File: src/rtl/key_evt_pkg.sv
// Shared types for the key gesture decoder: FSM states and event codes.
package key_evt_pkg;

    typedef enum logic [2:0] {
        IDLE  = 3'd0,
        HELD1 = 3'd1,
        WAIT2 = 3'd2,
        HELD2 = 3'd3,
        LONGH = 3'd4
    } state_t;

    localparam logic [1:0] EVT_SHORT  = 2'd0;
    localparam logic [1:0] EVT_DOUBLE = 2'd1;
    localparam logic [1:0] EVT_LONG   = 2'd2;
    localparam logic [1:0] EVT_REPEAT = 2'd3;

endpackage

File: src/rtl/evt_hold_reg.sv
// Single-entry event holding register with valid/ready handshake and a
// sticky overflow flag raised when an unaccepted event is overwritten.
module evt_hold_reg (
    input  logic       i_clk,
    input  logic       i_rst_n,
    input  logic       i_emit,
    input  logic [1:0] i_code,
    input  logic       i_ready,
    output logic       o_valid,
    output logic [1:0] o_code,
    output logic       o_ovf
);

    logic       r_valid;
    logic [1:0] r_code;
    logic       r_ovf;

    always_ff @(posedge i_clk) begin
        if (!i_rst_n) begin
            r_valid <= 1'b0;
            r_code  <= 2'd0;
            r_ovf   <= 1'b0;
        end else if (i_emit) begin
            // A new event always lands; it only counts as lost data if the
            // held one was not being taken this same cycle.
            r_valid <= 1'b1;
            r_code  <= i_code;
            if (r_valid && !i_ready)
                r_ovf <= 1'b1;
        end else if (r_valid && i_ready) begin
            r_valid <= 1'b0;
        end
    end

    assign o_valid = r_valid;
    assign o_code  = r_code;
    assign o_ovf   = r_ovf;

endmodule

File: src/rtl/key_event_decoder.sv
// Classifies debounced key gestures into SHORT/DOUBLE/LONG(/REPEAT) events.
// REPEAT generation while held after LONG is enabled by KEY_REPEAT_EN.
module key_event_decoder
    import key_evt_pkg::*;
#(
    parameter int unsigned CNT_W        = 22,
    parameter int unsigned LONG_TICKS   = 32'h2FFFFF,
    parameter int unsigned DBL_TICKS    = 32'h17FFFF,
    parameter int unsigned REPEAT_TICKS = 32'h0FFFFF
) (
    input  logic       clk,
    input  logic       rst_n,
    input  logic       key_press,
    input  logic       key_n,
    output logic       evt_valid,
    output logic [1:0] evt_code,
    input  logic       evt_ready,
    output logic       evt_ovf,
    output logic       busy
);

    localparam logic [CNT_W-1:0] LONG_LAST = CNT_W'(LONG_TICKS - 1);
    localparam logic [CNT_W-1:0] DBL_LAST  = CNT_W'(DBL_TICKS - 1);

    state_t           r_state;
    state_t           w_next;
    logic [CNT_W-1:0] r_cnt;
    logic             r_busy;
    logic             w_emit;
    logic [1:0]       w_code;
    logic             w_cnt_clr;

`ifdef KEY_REPEAT_EN
    localparam logic [CNT_W-1:0] RPT_LAST = CNT_W'(REPEAT_TICKS - 1);
`else
    logic w_unused_rpt;
    assign w_unused_rpt = ^REPEAT_TICKS;
`endif

    always_comb begin
        w_next    = r_state;
        w_emit    = 1'b0;
        w_code    = EVT_SHORT;
        w_cnt_clr = 1'b0;
        case (r_state)
            IDLE: if (key_press) w_next = HELD1;
            HELD1: begin
                if (key_n) begin
                    w_next = WAIT2;
                end else if (r_cnt == LONG_LAST) begin
                    w_emit = 1'b1;
                    w_code = EVT_LONG;
                    w_next = LONGH;
                end
            end
            WAIT2: begin
                if (key_press) begin
                    w_emit = 1'b1;
                    w_code = EVT_DOUBLE;
                    w_next = HELD2;
                end else if (r_cnt == DBL_LAST) begin
                    w_emit = 1'b1;
                    w_code = EVT_SHORT;
                    w_next = IDLE;
                end
            end
            HELD2: if (key_n) w_next = IDLE;
            LONGH: begin
                if (key_n) begin
                    w_next = IDLE;
`ifdef KEY_REPEAT_EN
                end else if (r_cnt == RPT_LAST) begin
                    w_emit    = 1'b1;
                    w_code    = EVT_REPEAT;
                    w_cnt_clr = 1'b1;
`endif
                end
            end
            default: w_next = IDLE;
        endcase
    end

    always_ff @(posedge clk) begin
        if (!rst_n) begin
            r_state <= IDLE;
            r_cnt   <= '0;
            r_busy  <= 1'b0;
        end else begin
            r_state <= w_next;
            r_busy  <= (w_next != IDLE);
            // Saturate rather than wrap so a stuck key can't re-fire a threshold.
            if (w_next != r_state || w_cnt_clr)
                r_cnt <= '0;
            else if (r_cnt != {CNT_W{1'b1}})
                r_cnt <= r_cnt + 1'b1;
        end
    end

    evt_hold_reg u_hold (
        .i_clk   (clk),
        .i_rst_n (rst_n),
        .i_emit  (w_emit),
        .i_code  (w_code),
        .i_ready (evt_ready),
        .o_valid (evt_valid),
        .o_code  (evt_code),
        .o_ovf   (evt_ovf)
    );

    assign busy = r_busy;

endmodule

File: config.mk
export PLATFORM = sky130hd
export DESIGN_NAME = key_event_decoder
export DESIGN_NICKNAME = d
export VERILOG_FILES = /design/src/rtl/key_evt_pkg.sv /design/src/rtl/evt_hold_reg.sv /design/src/rtl/key_event_decoder.sv
export SDC_FILE = /design/constraint.sdc
export NUM_CORES = 1
export LEC_CHECK = 0
export BUFFER_PORTS_ARGS = -buffer_cell sky130_fd_sc_hd__buf_2
export CORE_MARGIN = 2
export CORE_UTILIZATION = 45
export DETAILED_ROUTE_END_ITERATION = 16
export GPL_TIMING_DRIVEN = 0
export PLACE_DENSITY = 0.68
export SYNTH_ARGS = -nofsm -noshare
export SYNTH_HDL_FRONTEND = slang
export SYNTH_SLANG_ARGS = --single-unit
File: constraint.sdc
create_clock -name clk -period 1.6 [get_ports clk]
set_input_delay 0.08 -clock clk [delete_from_list [all_inputs] [get_ports clk]]
set_output_delay 0.08 -clock clk [all_outputs]
set_load 0.02 [all_outputs]
==> impl_metrics.env, run 1 <==
export IMPL_status="finished, violations left"
export IMPL_violations="negative setup slack"
export IMPL_drtIter0Drc=147
export IMPL_drv_slew=0
export IMPL_drt_pre_antenna_iters=4
export IMPL_drv_cap=0
export IMPL_async_flop_share=0
export IMPL_post_place_ws_ns=-0.3917
export IMPL_hold_ws_ns=0.09600
export IMPL_worst_path_max_fanout=6
export IMPL_grt_pass1_wl_mm=6.810
export IMPL_place_hpwl_mm=2.528
export IMPL_drt_total_wl_mm=4.602
export IMPL_cts_buffer_depth=2
export IMPL_fin_nets=245
export IMPL_grt_max_degree=12
export IMPL_coreArea_sq_um=3416
export IMPL_grt_ovfl_total=0
export IMPL_setup_viol=29
export IMPL_drc_errors=0
export IMPL_cts_tree="built"
export IMPL_cts_sinks=30
export IMPL_finalInstanceArea_sq_um=2347
export IMPL_critPathLaunchType="flip-flop"
export IMPL_hold_class="in2reg"
export IMPL_tns_ns=-2.972
export IMPL_end_kind="flip-flop"
export IMPL_track_usage=0.2114
export IMPL_cts_inserted_buffers=5
export IMPL_portBuffers=8
export IMPL_fin_crit_sh=1.094
export IMPL_drive_above_1_share=0.4310
export IMPL_utilization=0.6872
export IMPL_critPathKind="reg2reg"
export IMPL_synth_adder_area_share=0.01523
export IMPL_synth_enable_flop_cells=0
export IMPL_fillers=245
export IMPL_cp_arrival_ns=2.01
export IMPL_synth_area_leaders="dfxtp_1 37%, xnor2_1 9.1%, nor2_1 5.5%, a21oi_1 3.4%, nand2_1 3.2%"
export IMPL_ant_nets=0
export IMPL_hold_viol_final=0
export IMPL_ys_seq_area_frac=0.3656
export IMPL_synth_top_area_frac=0.3656
export IMPL_clk_latency_ns=0.34
export IMPL_hold_buffers=0
export IMPL_ff_latch_area_sq_um=651.9
export IMPL_place_area_sq_um=1770
export IMPL_synth_simple_gate_area_share=0.3229
export IMPL_rsz0062_at_grt="yes"
export IMPL_powerDensity_nw_per_um2=630.2
export IMPL_synth_avg_cell_area_sq_um=8.382
export IMPL_clk_pin_slew_ns=0.10
export IMPL_synth_top_family_by_area="simple AND/OR/NAND/NOR gates"
export IMPL_root_buffer="clkbuf_4"
export IMPL_max_freq_mhz=571.4
export IMPL_synth_compound_area_share=0.1409
export IMPL_synthesis_nets=203
export IMPL_yosys_most_used_dff="dfxtp_1"
export IMPL_ys_warn_count=0
export IMPL_tightest_slew_ns=0.4173
export IMPL_relSlewSlack=0.7192
export IMPL_synth_xor_area_frac=0.09063
export IMPL_synthCells=196
export IMPL_vdd_drop_max_mv=0.5653
export IMPL_wl_per_cell_um=16.15
export IMPL_globalplace_congestion=0.8555
export IMPL_area_growth_pct=42.88
export IMPL_die_area_sq_um=4150
export IMPL_die_x_um=64.42
export IMPL_rows=21
export IMPL_vias=1670
export IMPL_htree_num_levels=2
export IMPL_antenna_found_initial=0
export IMPL_first_global_vias=1469
export IMPL_multi_input_area_sq_um=1201
export IMPL_via_per_inst=5.860
export IMPL_netlist_area_sq_um=1643
export IMPL_finalCriticalPeriod_ns=1.750
export IMPL_yosys_area_top_type="dfxtp_1"
export IMPL_start_util=0.4810
export IMPL_netlist_cell_type_count=44
export IMPL_skew_ns=0.008515
export IMPL_io_pins=10
export IMPL_antennaDiodeCount=0
export IMPL_required_ns=1.86
export IMPL_layout_setup_ws_ns=-0.1502
export IMPL_dieHeight_um=64.42
export IMPL_p_leak_nw=0.8323
export IMPL_synthMuxAreaShare=0.006093
export IMPL_ys_ff_latch=30
-- where the power goes --
part	switching (mW)	leakage, nW	internal (mW)
Combinational	0.126	0.541	0.104
Sequential	0.0193	0.256	0.751
Clock	0.266	0.0353	0.213
-- per-stage QoR --
step | total power, mW | cells
final | 1.479 | 285
after global routing | 1.544 | 285
after CTS | 1.484 | 265
after detailed placement | 0.9499 | 250
after global placement | 0.9433 | 250
after floorplan | 0.9070 | 196
-- state kept, by name, summed over array words and instances, names as in the netlist --
signal          cells
u_hold.o_ovf        1
busy                1
u_hold.o_code       2
r_state             3
u_hold.o_valid      1
r_cnt              22
-- worst max-delay path, cell delays in order (launching register included) --
cell and delay (ns):
dfxtp_2 0.39, nand3_2 0.11, and4bb_4 0.45, a31oi_4 0.10, or4b_4 0.50, o211ai_1 0.11
-- routing by layer --
metal	global-route usage	vias up	wire length, um
met5	0	-	0
met4	0.08777	0	93
met3	0.05382	10	219
met2	0.3529	64	2286
met1	0.2590	810	2004
li1	-	786	-
-- cell usage after synthesis, types with 4 or more instances --
master / count
dfxtp_1: 30
nor2_1: 24
xnor2_1: 17
nand2_1: 14
a21oi_1: 11
nand3_1: 9
inv_1: 7
nor4_1: 7
nand2b_1: 6
nand4_1: 6
and2_1: 4
and3_1: 4
clkbuf_1: 4
nor2b_1: 4
nor3_1: 4
-- kinds of logic after synthesis --
logic type	count (synthesis)
buffers and inverters	18
and+or+nand+nor	96
AOI/OAI and AO/OA	32
muxes	1
adders and majority gates	2
xor gates and xnor gates	17
DFF	30
-- final cells by class --
cell class / instances / share of cell area
Multi-Input combinational cell: 148 / 0.5117
Sequential cell: 30 / 0.2777
Timing Repair Buffer: 38 / 0.1231
Buffer: 8 / 0.02612
Tap cell: 46 / 0.02452
Clock buffer: 7 / 0.02345
Inverter: 7 / 0.01119
Clock inverter: 1 / 0.002132
-- cell usage in the layout (no fill, tap or decap), drive strengths merged, types with 5 or more instances in the layout --
master / synthesis / routed
nand2: 14 / 14
nand2b: 6 / 6
nand3: 9 / 9
dfxtp: 30 / 30
nor2: 24 / 24
inv: 7 / 7
xnor2: 17 / 17
nor3: 5 / 5
buf: 7 / 44
nand4: 6 / 6
nor4: 8 / 8
clkbuf: 4 / 9
a21oi: 11 / 11
-- path summary, 6_finish.rpt --
check	start	endpoint	cells past startpoint	slack, ns
worst min-delay path	key_press	r_state[0]	3	0.1
worst max register to register	r_cnt[10]	busy	5	-0.15
worst max-delay path	r_cnt[10]	busy	5	-0.15
worst min register to register	u_hold.o_code[0]	u_hold.o_code[0]	2	0.49
-- what timing repair did --
item / in CTS / in global routing
setup endpoints to repair: 30 / 30
pin swaps: 12 / 12
gates resized for setup: 50 / 28
gates cloned: 1 / 1
buffers inserted: 9 / 19
(Power assumes the default switching activity.)
==> run 2, diff against run 1 <==
--- a/config.mk
+++ b/config.mk
@@ -6,6 +6,7 @@
 export NUM_CORES = 1
 export LEC_CHECK = 0
 export BUFFER_PORTS_ARGS = -buffer_cell sky130_fd_sc_hd__buf_2
+export CAP_MARGIN = 25
 export CORE_MARGIN = 2
 export CORE_UTILIZATION = 45
 export DETAILED_ROUTE_END_ITERATION = 16
@@ -13,4 +14,5 @@
 export PLACE_DENSITY = 0.68
 export SYNTH_ARGS = -nofsm -noshare
 export SYNTH_HDL_FRONTEND = slang
+export SYNTH_HIERARCHICAL = 1
 export SYNTH_SLANG_ARGS = --single-unit
==> run 2 against run 1 <==
  * Sequential power is 0.9% lower
  * The run still ends with negative setup slack left
  * Non-clock buffer count decreased by 18
  * Combinational power fell by 42%
  * Sequential share of layout area up 1.3 points
  * First-iteration DRC count decreased by 51%
  * Clock power shrank 2%
==> impl_metrics.env, run 2 <==
export IMPL_status="finished, violations left"
export IMPL_violations="negative setup slack"
export IMPL_drtIter0Drc=72
export IMPL_cts_buffer_depth=2
export IMPL_max_freq_mhz=515.5
export IMPL_powerDensity_nw_per_um2=651.0
export IMPL_ant_nets=0
export IMPL_synthesis_nets=192
export IMPL_first_global_vias=1365
export IMPL_async_flop_share=0
export IMPL_regMostFlops="r_cnt"
export IMPL_coreArea_sq_um=3363
export IMPL_tightest_slew_ns=0.5052
export IMPL_p_comb_frac=0.097
export IMPL_switching_power_uw=339.2
export IMPL_rsz0062_at_grt="yes"
export IMPL_vdd_drop_max_mv=0.4208
export IMPL_pwr_share_clk=0.344
export IMPL_synth_top_area_frac=0.3785
export IMPL_die_area_sq_um=4016
export IMPL_power_internal_mw=1.026
export IMPL_seq_power_share=0.559
export IMPL_finalPower_mw=1.365
export IMPL_slowest_delay_ns=0.45
export IMPL_critPathKind="reg2reg"
export IMPL_antennaDiodeCount=0
export IMPL_cts_inserted_buffers=5
export IMPL_die_x_um=63.38
export IMPL_layout_setup_ws_ns=-0.3397
export IMPL_grt_pass1_wl_mm=6.210
export IMPL_ys_ff_latch=30
export IMPL_drt_total_wl_mm=3.924
export IMPL_worst_path_max_fanout=5
export IMPL_hold_viol_final=0
export IMPL_area_growth_pct=32.18
export IMPL_tns_ns=-6.702
export IMPL_globalplace_congestion=0.8523
export IMPL_synthCells=185
export IMPL_startpoint="r_cnt[20]"
export IMPL_fin_crit_sh=1.212
export IMPL_yosys_most_used_dff="dfxtp_1"
export IMPL_htree_num_levels=2
export IMPL_netlist_area_sq_um=1587
export IMPL_io_pins=10
export IMPL_dieHeight_um=63.38
export IMPL_clk_latency_ns=0.34
export IMPL_root_buffer="clkbuf_4"
export IMPL_vias=1492
export IMPL_synth_area_leaders="dfxtp_1 38%, xor2_1 8.8%, nor2_1 6.2%, o2111ai_1 3.3%, nand3_1 2.8%"
export IMPL_start_util=0.4717
export IMPL_cp_slowest_cell="dfxtp_1"
export IMPL_via_per_inst=5.695
export IMPL_grt_max_degree=11
export IMPL_switching_share=0.2484
export IMPL_rr_startpoint="r_cnt[20]"
export IMPL_drv_slew=0
export IMPL_antenna_found_initial=0
export IMPL_drc_errors=0
export IMPL_worst_r2r_path_depth=7
export IMPL_skew_ns=0.007482
export IMPL_fin_nets=222
export IMPL_final_common_cell="dfxtp_1"
export IMPL_rows=21
export IMPL_rrSetupSlack_ns=-0.34
export IMPL_ys_seq_area_frac=0.3785
export IMPL_drv_cap=0
export IMPL_required_ns=1.85
export IMPL_setup_viol=27
export IMPL_finalCriticalPeriod_ns=1.940
export IMPL_clk_pin_slew_ns=0.09
export IMPL_synth_most_common_cell="dfxtp_1"
export IMPL_grt_ovfl_total=0
export IMPL_p_leak_nw=0.7472
export IMPL_mostFrequentLayoutCells="23 x dfxtp_1, 14 x xor2_1, 12 x nor2_1, 12 x buf_4, 10 x buf_2"
export IMPL_path_cells="nor2b_1 -> and4b_1 -> a21oi_1 -> or4_4 -> nand2b_4 -> mux2i_1 -> nor2b_1"
export IMPL_critPathLaunchType="flip-flop"
export IMPL_cp_endpoint="u_hold/o_code[1]"
export IMPL_synth_enable_flop_cells=0
export IMPL_relSlewSlack=0.6585
export IMPL_netlist_cell_type_count=40
export IMPL_portBuffers=9
export IMPL_wl_per_cell_um=14.98
export IMPL_largest_register_ffs=22
export IMPL_ys_warn_count=6
export IMPL_end_kind="flip-flop"
export IMPL_hold_buffers=0
export IMPL_drt_pre_antenna_iters=4
export IMPL_regToRegEndpoint="u_hold/o_code[1]"
export IMPL_yosys_area_top_type="dfxtp_1"
export IMPL_drive_above_1_share=0.3889
export IMPL_cts_tree="built"
export IMPL_track_usage=0.1993
export IMPL_place_hpwl_mm=2.506
export IMPL_hold_ws_ns=0.01867
export IMPL_cts_sinks=30
export IMPL_crit_top_cell="nor2b_1"
export IMPL_synth_avg_cell_area_sq_um=8.576
export IMPL_cp_arrival_ns=2.19
export IMPL_yosys_top_cells_count="30 x dfxtp_1, 26 x nor2_1, 16 x xor2_1, 9 x nand3_1, 8 x o21ai_0"
export IMPL_hold_class="in2reg"
[run 2: critical path: cells and delay by family, from the launching register on]
kind,cells,cell delay (ns)
multiplexers,1,0.18
flip-flops,1,0.45
AO/OA/AOI/OAI,1,0.08
AND/OR/NAND/NOR,5,1.13
[run 2: area by class of cell]
class                   instances  area (sq um)
inverters                       5         18.77
flip-flops and latches         30         609.3
repair buffers                 23         157.7
clock inverters                 1         5.005
multi-input cells             145          1155
fillers                       294          1266
plain buffers                   5         38.79
well taps                      46         57.56
clock buffers                   7         55.05
[run 2: power groups by stage]
| stage | sequential (mW) | combinational, mW | clock (mW) |
|---|---|---|---|
| 3_3_place_gp | 0.781 | 0.0797 | 0 |
| 2_1_floorplan | 0.785 | 0.0543 | 0 |
| 5_1_grt | 0.765 | 0.143 | 0.528 |
| 3_5_place_dp | 0.782 | 0.0846 | 0 |
| 4_1_cts | 0.763 | 0.113 | 0.478 |
| 6_report | 0.763 | 0.133 | 0.469 |
[run 2: logic make-up after synthesis]
kind of cell | share of synthesized area
buf+inv | 0.02997
simple gates | 0.3194
flops | 0.3786
compound gates | 0.1443
xor+xnor | 0.09937
mux | 0.01262
fa+ha+maj | 0.01577
[run 2: stage by stage]
stage                     worst slack [ns]  utilization  cell area [sq um]  instances
after global routing               -0.4621       0.6235               2097        262
final                              -0.3397       0.6235               2097        262
after CTS                          -0.3634       0.5688               1913        256
after global placement             -0.4090       0.5052               1699        240
after detailed placement           -0.4656       0.5052               1699        240
after floorplan                    -0.2146            -               1597        185
[run 2: worst min path at each step]
stage          start        endpoint  slack (ns)  cells past startpoint
4_1_cts        rst_n  u_hold/o_valid        0.02                      2
2_1_floorplan  rst_n  u_hold/o_valid        0.20                      1
3_3_place_gp   rst_n  u_hold/o_valid        0.38                      2
5_1_grt        rst_n  u_hold/o_valid        0.02                      2
6_report       rst_n  u_hold/o_valid        0.02                      2
3_5_place_dp   rst_n  u_hold/o_valid        0.38                      2
[run 2: routing by layer]
metal  wire [um]  global-route usage  vias up
li1            -                   -      741
met4         124             0.08424        0
met1        1691              0.2304      692
met2        1915              0.3303       44
met5           0                   0        -
met3         193             0.07321       15
[run 2: repair_timing]
action / 4_1_cts / 5_1_grt
endpoints found under the setup margin: 26 / 28
endpoints found under the hold margin: 0 / 0
gates resized for setup: 27 / 37
pin swaps: 15 / 5
setup buffers: 6 / 6
cloned: 2 / 0
==> run 3, diff against run 2 <==
--- a/config.mk
+++ b/config.mk
@@ -5,10 +5,11 @@
 export SDC_FILE = /design/constraint.sdc
 export NUM_CORES = 1
 export LEC_CHECK = 0
+export ABC_AREA = 1
 export BUFFER_PORTS_ARGS = -buffer_cell sky130_fd_sc_hd__buf_2
 export CAP_MARGIN = 25
-export CORE_MARGIN = 2
 export CORE_UTILIZATION = 45
+export CTS_BUF_LIST = sky130_fd_sc_hd__clkbuf_4
 export DETAILED_ROUTE_END_ITERATION = 16
 export GPL_TIMING_DRIVEN = 0
 export PLACE_DENSITY = 0.68
==> run 3 against run 2 <==
  * The run still ends with negative setup slack left
  * First-iteration DRC count up 17%
  * Clock-buffer cell count shrank 2
  * Final cell count up 38%
  * Critical path depth is 5 higher
  * Design area is 14% higher
  * Non-clock buffer count increased by 6
  * Wire length is 12% higher
  * Register-to-register slack improved by 0.30 ns
  * Critical endpoint is now r_cnt[2]
  * Largest cell class unchanged
  * Largest power group unchanged
==> impl_metrics.env, run 3 <==
export IMPL_fin_cells=361
export IMPL_status="finished, violations left"
export IMPL_cts_buffer_depth=2
export IMPL_cts_inserted_buffers=5
export IMPL_setup_viol=20
export IMPL_grt_ovfl_total=0
export IMPL_place_hpwl_mm=2.768
export IMPL_regMostFlops="r_cnt"
export IMPL_coreArea_sq_um=3716
export IMPL_cts_tree="built"
export IMPL_io_pins=10
export IMPL_clk_latency_ns=0.34
export IMPL_hold_viol_final=0
export IMPL_dieHeight_um=64.53
export IMPL_p_leak_nw=1.083
export IMPL_yosys_top_cells_count="70 x nor2_1, 56 x nand2_1, 42 x inv_1, 30 x dfxtp_1, 13 x nand3_1"
export IMPL_fin_crit_sh=1.025
export IMPL_finalPower_mw=1.565
export IMPL_synth_most_common_cell="nor2_1"
export IMPL_root_buffer="clkbuf_4"
export IMPL_clk_pin_slew_ns=0.10
export IMPL_largest_register_ffs=22
export IMPL_worst_path_max_fanout=5
export IMPL_globalplace_congestion=0.8214
export IMPL_drive_above_1_share=0.3291
export IMPL_start_util=0.4734
export IMPL_end_kind="flip-flop"
export IMPL_power_internal_mw=1.171
export IMPL_ff_latch_area_sq_um=625.6
export IMPL_layout_setup_ws_ns=-0.04039
export IMPL_antennaDiodeCount=0
export IMPL_via_per_inst=4.853
export IMPL_synth_area_leaders="dfxtp_1 34%, nor2_1 15%, nand2_1 12%, inv_1 9.0%, xor2_1 5.5%"
export IMPL_rrSetupSlack_ns=-0.04
export IMPL_portBuffers=9
export IMPL_htree_num_levels=2
export IMPL_critPathLaunchType="flip-flop"
export IMPL_ant_nets=0
export IMPL_first_global_vias=1677
export IMPL_mostFrequentLayoutCells="60 x nor2_1, 48 x nand2_1, 38 x inv_1"
export IMPL_yosys_most_used_dff="dfxtp_1"
export IMPL_drt_total_wl_mm=4.388
export IMPL_vias=1752
export IMPL_tns_ns=-0.4973
export IMPL_relSlewSlack=0.7999
export IMPL_switching_power_uw=393.8
export IMPL_final_common_cell="nor2_1"
export IMPL_violations="negative setup slack"
export IMPL_cts_sinks=30
export IMPL_critPathKind="reg2reg"
export IMPL_pwr_share_clk=0.387
export IMPL_antenna_found_initial=0
export IMPL_tightest_slew_ns=0.2985
export IMPL_track_usage=0.2255
export IMPL_max_freq_mhz=609.6
export IMPL_drc_errors=0
export IMPL_async_flop_share=0
export IMPL_yosys_area_top_type="dfxtp_1"
export IMPL_ys_ff_latch=30
export IMPL_ys_warn_count=6
export IMPL_hold_class="in2reg"
export IMPL_finalCriticalPeriod_ns=1.640
export IMPL_synth_avg_cell_area_sq_um=6.444
export IMPL_synthesis_nets=280
export IMPL_seq_power_share=0.492
export IMPL_switching_share=0.2516
export IMPL_multi_input_area_sq_um=1129
export IMPL_finalInstanceArea_sq_um=2385
export IMPL_cp_arrival_ns=1.87
export IMPL_netlist_area_sq_um=1759
export IMPL_die_x_um=64.53
export IMPL_required_ns=1.83
export IMPL_drv_slew=0
export IMPL_rows=22
export IMPL_synth_enable_flop_cells=0
export IMPL_die_area_sq_um=4163
export IMPL_p_comb_frac=0.121
export IMPL_grt_max_degree=11
export IMPL_utilization=0.6418
export IMPL_post_place_ws_ns=-0.1558
export IMPL_fillers=312
export IMPL_hold_ws_ns=0.02912
export IMPL_ys_seq_area_frac=0.3414
export IMPL_synth_top_area_frac=0.3414
export IMPL_rsz0062_at_grt="yes"
export IMPL_fin_nets=319
export IMPL_drtIter0Drc=84
export IMPL_grt_pass1_wl_mm=7.127
export IMPL_drv_cap=0
export IMPL_powerDensity_nw_per_um2=656.3
export IMPL_skew_ns=0.009587
export IMPL_drt_pre_antenna_iters=4
export IMPL_wl_per_cell_um=12.16
export IMPL_synthCells=273
export IMPL_netlist_cell_type_count=23
export IMPL_area_growth_pct=35.56
export IMPL_vdd_drop_max_mv=0.4465
export IMPL_dp_cells=330
export IMPL_place_area_sq_um=1864
-- run 3: routing by layer --
layer | global-route usage | vias to the layer above | wire length [um] | share of wire
met5 | 0 | - | 0 | 0
met4 | 0.08056 | 0 | 76 | 0.017
met3 | 0.05634 | 8 | 151 | 0.034
met2 | 0.4000 | 27 | 2189 | 0.50
met1 | 0.2600 | 795 | 1970 | 0.45
li1 | - | 922 | - | -
-- run 3: layout make-up --
type | instances | area share
Buffer | 3 | 0.01889
Clock buffer | 5 | 0.01574
Clock inverter | 3 | 0.01679
Inverter | 44 | 0.07240
Multi-Input combinational cell | 196 | 0.4732
Sequential cell | 30 | 0.2623
Tap cell | 48 | 0.02518
Timing Repair Buffer | 31 | 0.1133
Timing Repair inverter | 1 | 0.002099
-- run 3: worst max-delay path, stage by stage, from the launching register on --
cell     delay, ns
dfxtp_4       0.41
ha_4          0.15
nand3_4       0.08
inv_2         0.06
nand2_2       0.05
nor2_4        0.16
nand3_2       0.09
nand2_2       0.08
nand2_2       0.07
nand3_4       0.11
buf_12        0.12
buf_8         0.11
nor2_1        0.04
-- run 3: path summary, 6_finish.rpt --
check	from	endpoint	depth (start not counted)
max	r_cnt[1]	r_cnt[2]	12
min	rst_n	r_state[0]	3
max reg2reg	r_cnt[1]	r_cnt[2]	12
min reg2reg	u_hold/o_ovf	u_hold/o_ovf	2
-- run 3: timing repair --
| action | in CTS | in global routing |
|---|---|---|
| resized for setup | 43 | 29 |
| buffers inserted | 13 | 6 |
| hold endpoints to repair | 2 | 0 |
| hold buffers | 1 | 0 |
| cloned | 2 | 2 |
| setup endpoints to repair | 26 | 28 |
| pin swaps | 5 | 5 |
-- run 3: logic make-up (layout without fill, tap and decap cells) --
group | after synthesis | count (layout) | synth area share
buffers and inverters | 47 | 87 | 0.1152
and+or+nand+nor | 172 | 172 | 0.4374
DFF | 30 | 30 | 0.3414
xor gates and xnor gates | 13 | 13 | 0.06472
AOI/OAI and AO/OA | 9 | 9 | 0.02702
adders and majority gates | 2 | 2 | 0.01422
-- run 3: power groups by stage --
stage               logic (mW)  clock network (mW)  registers (mW)
finish                   0.189               0.606           0.770
global route             0.206               0.657           0.772
CTS                      0.185               0.624           0.769
detailed placement       0.104                   0           0.787
global placement         0.103                   0           0.787
floorplan               0.0695                   0           0.792
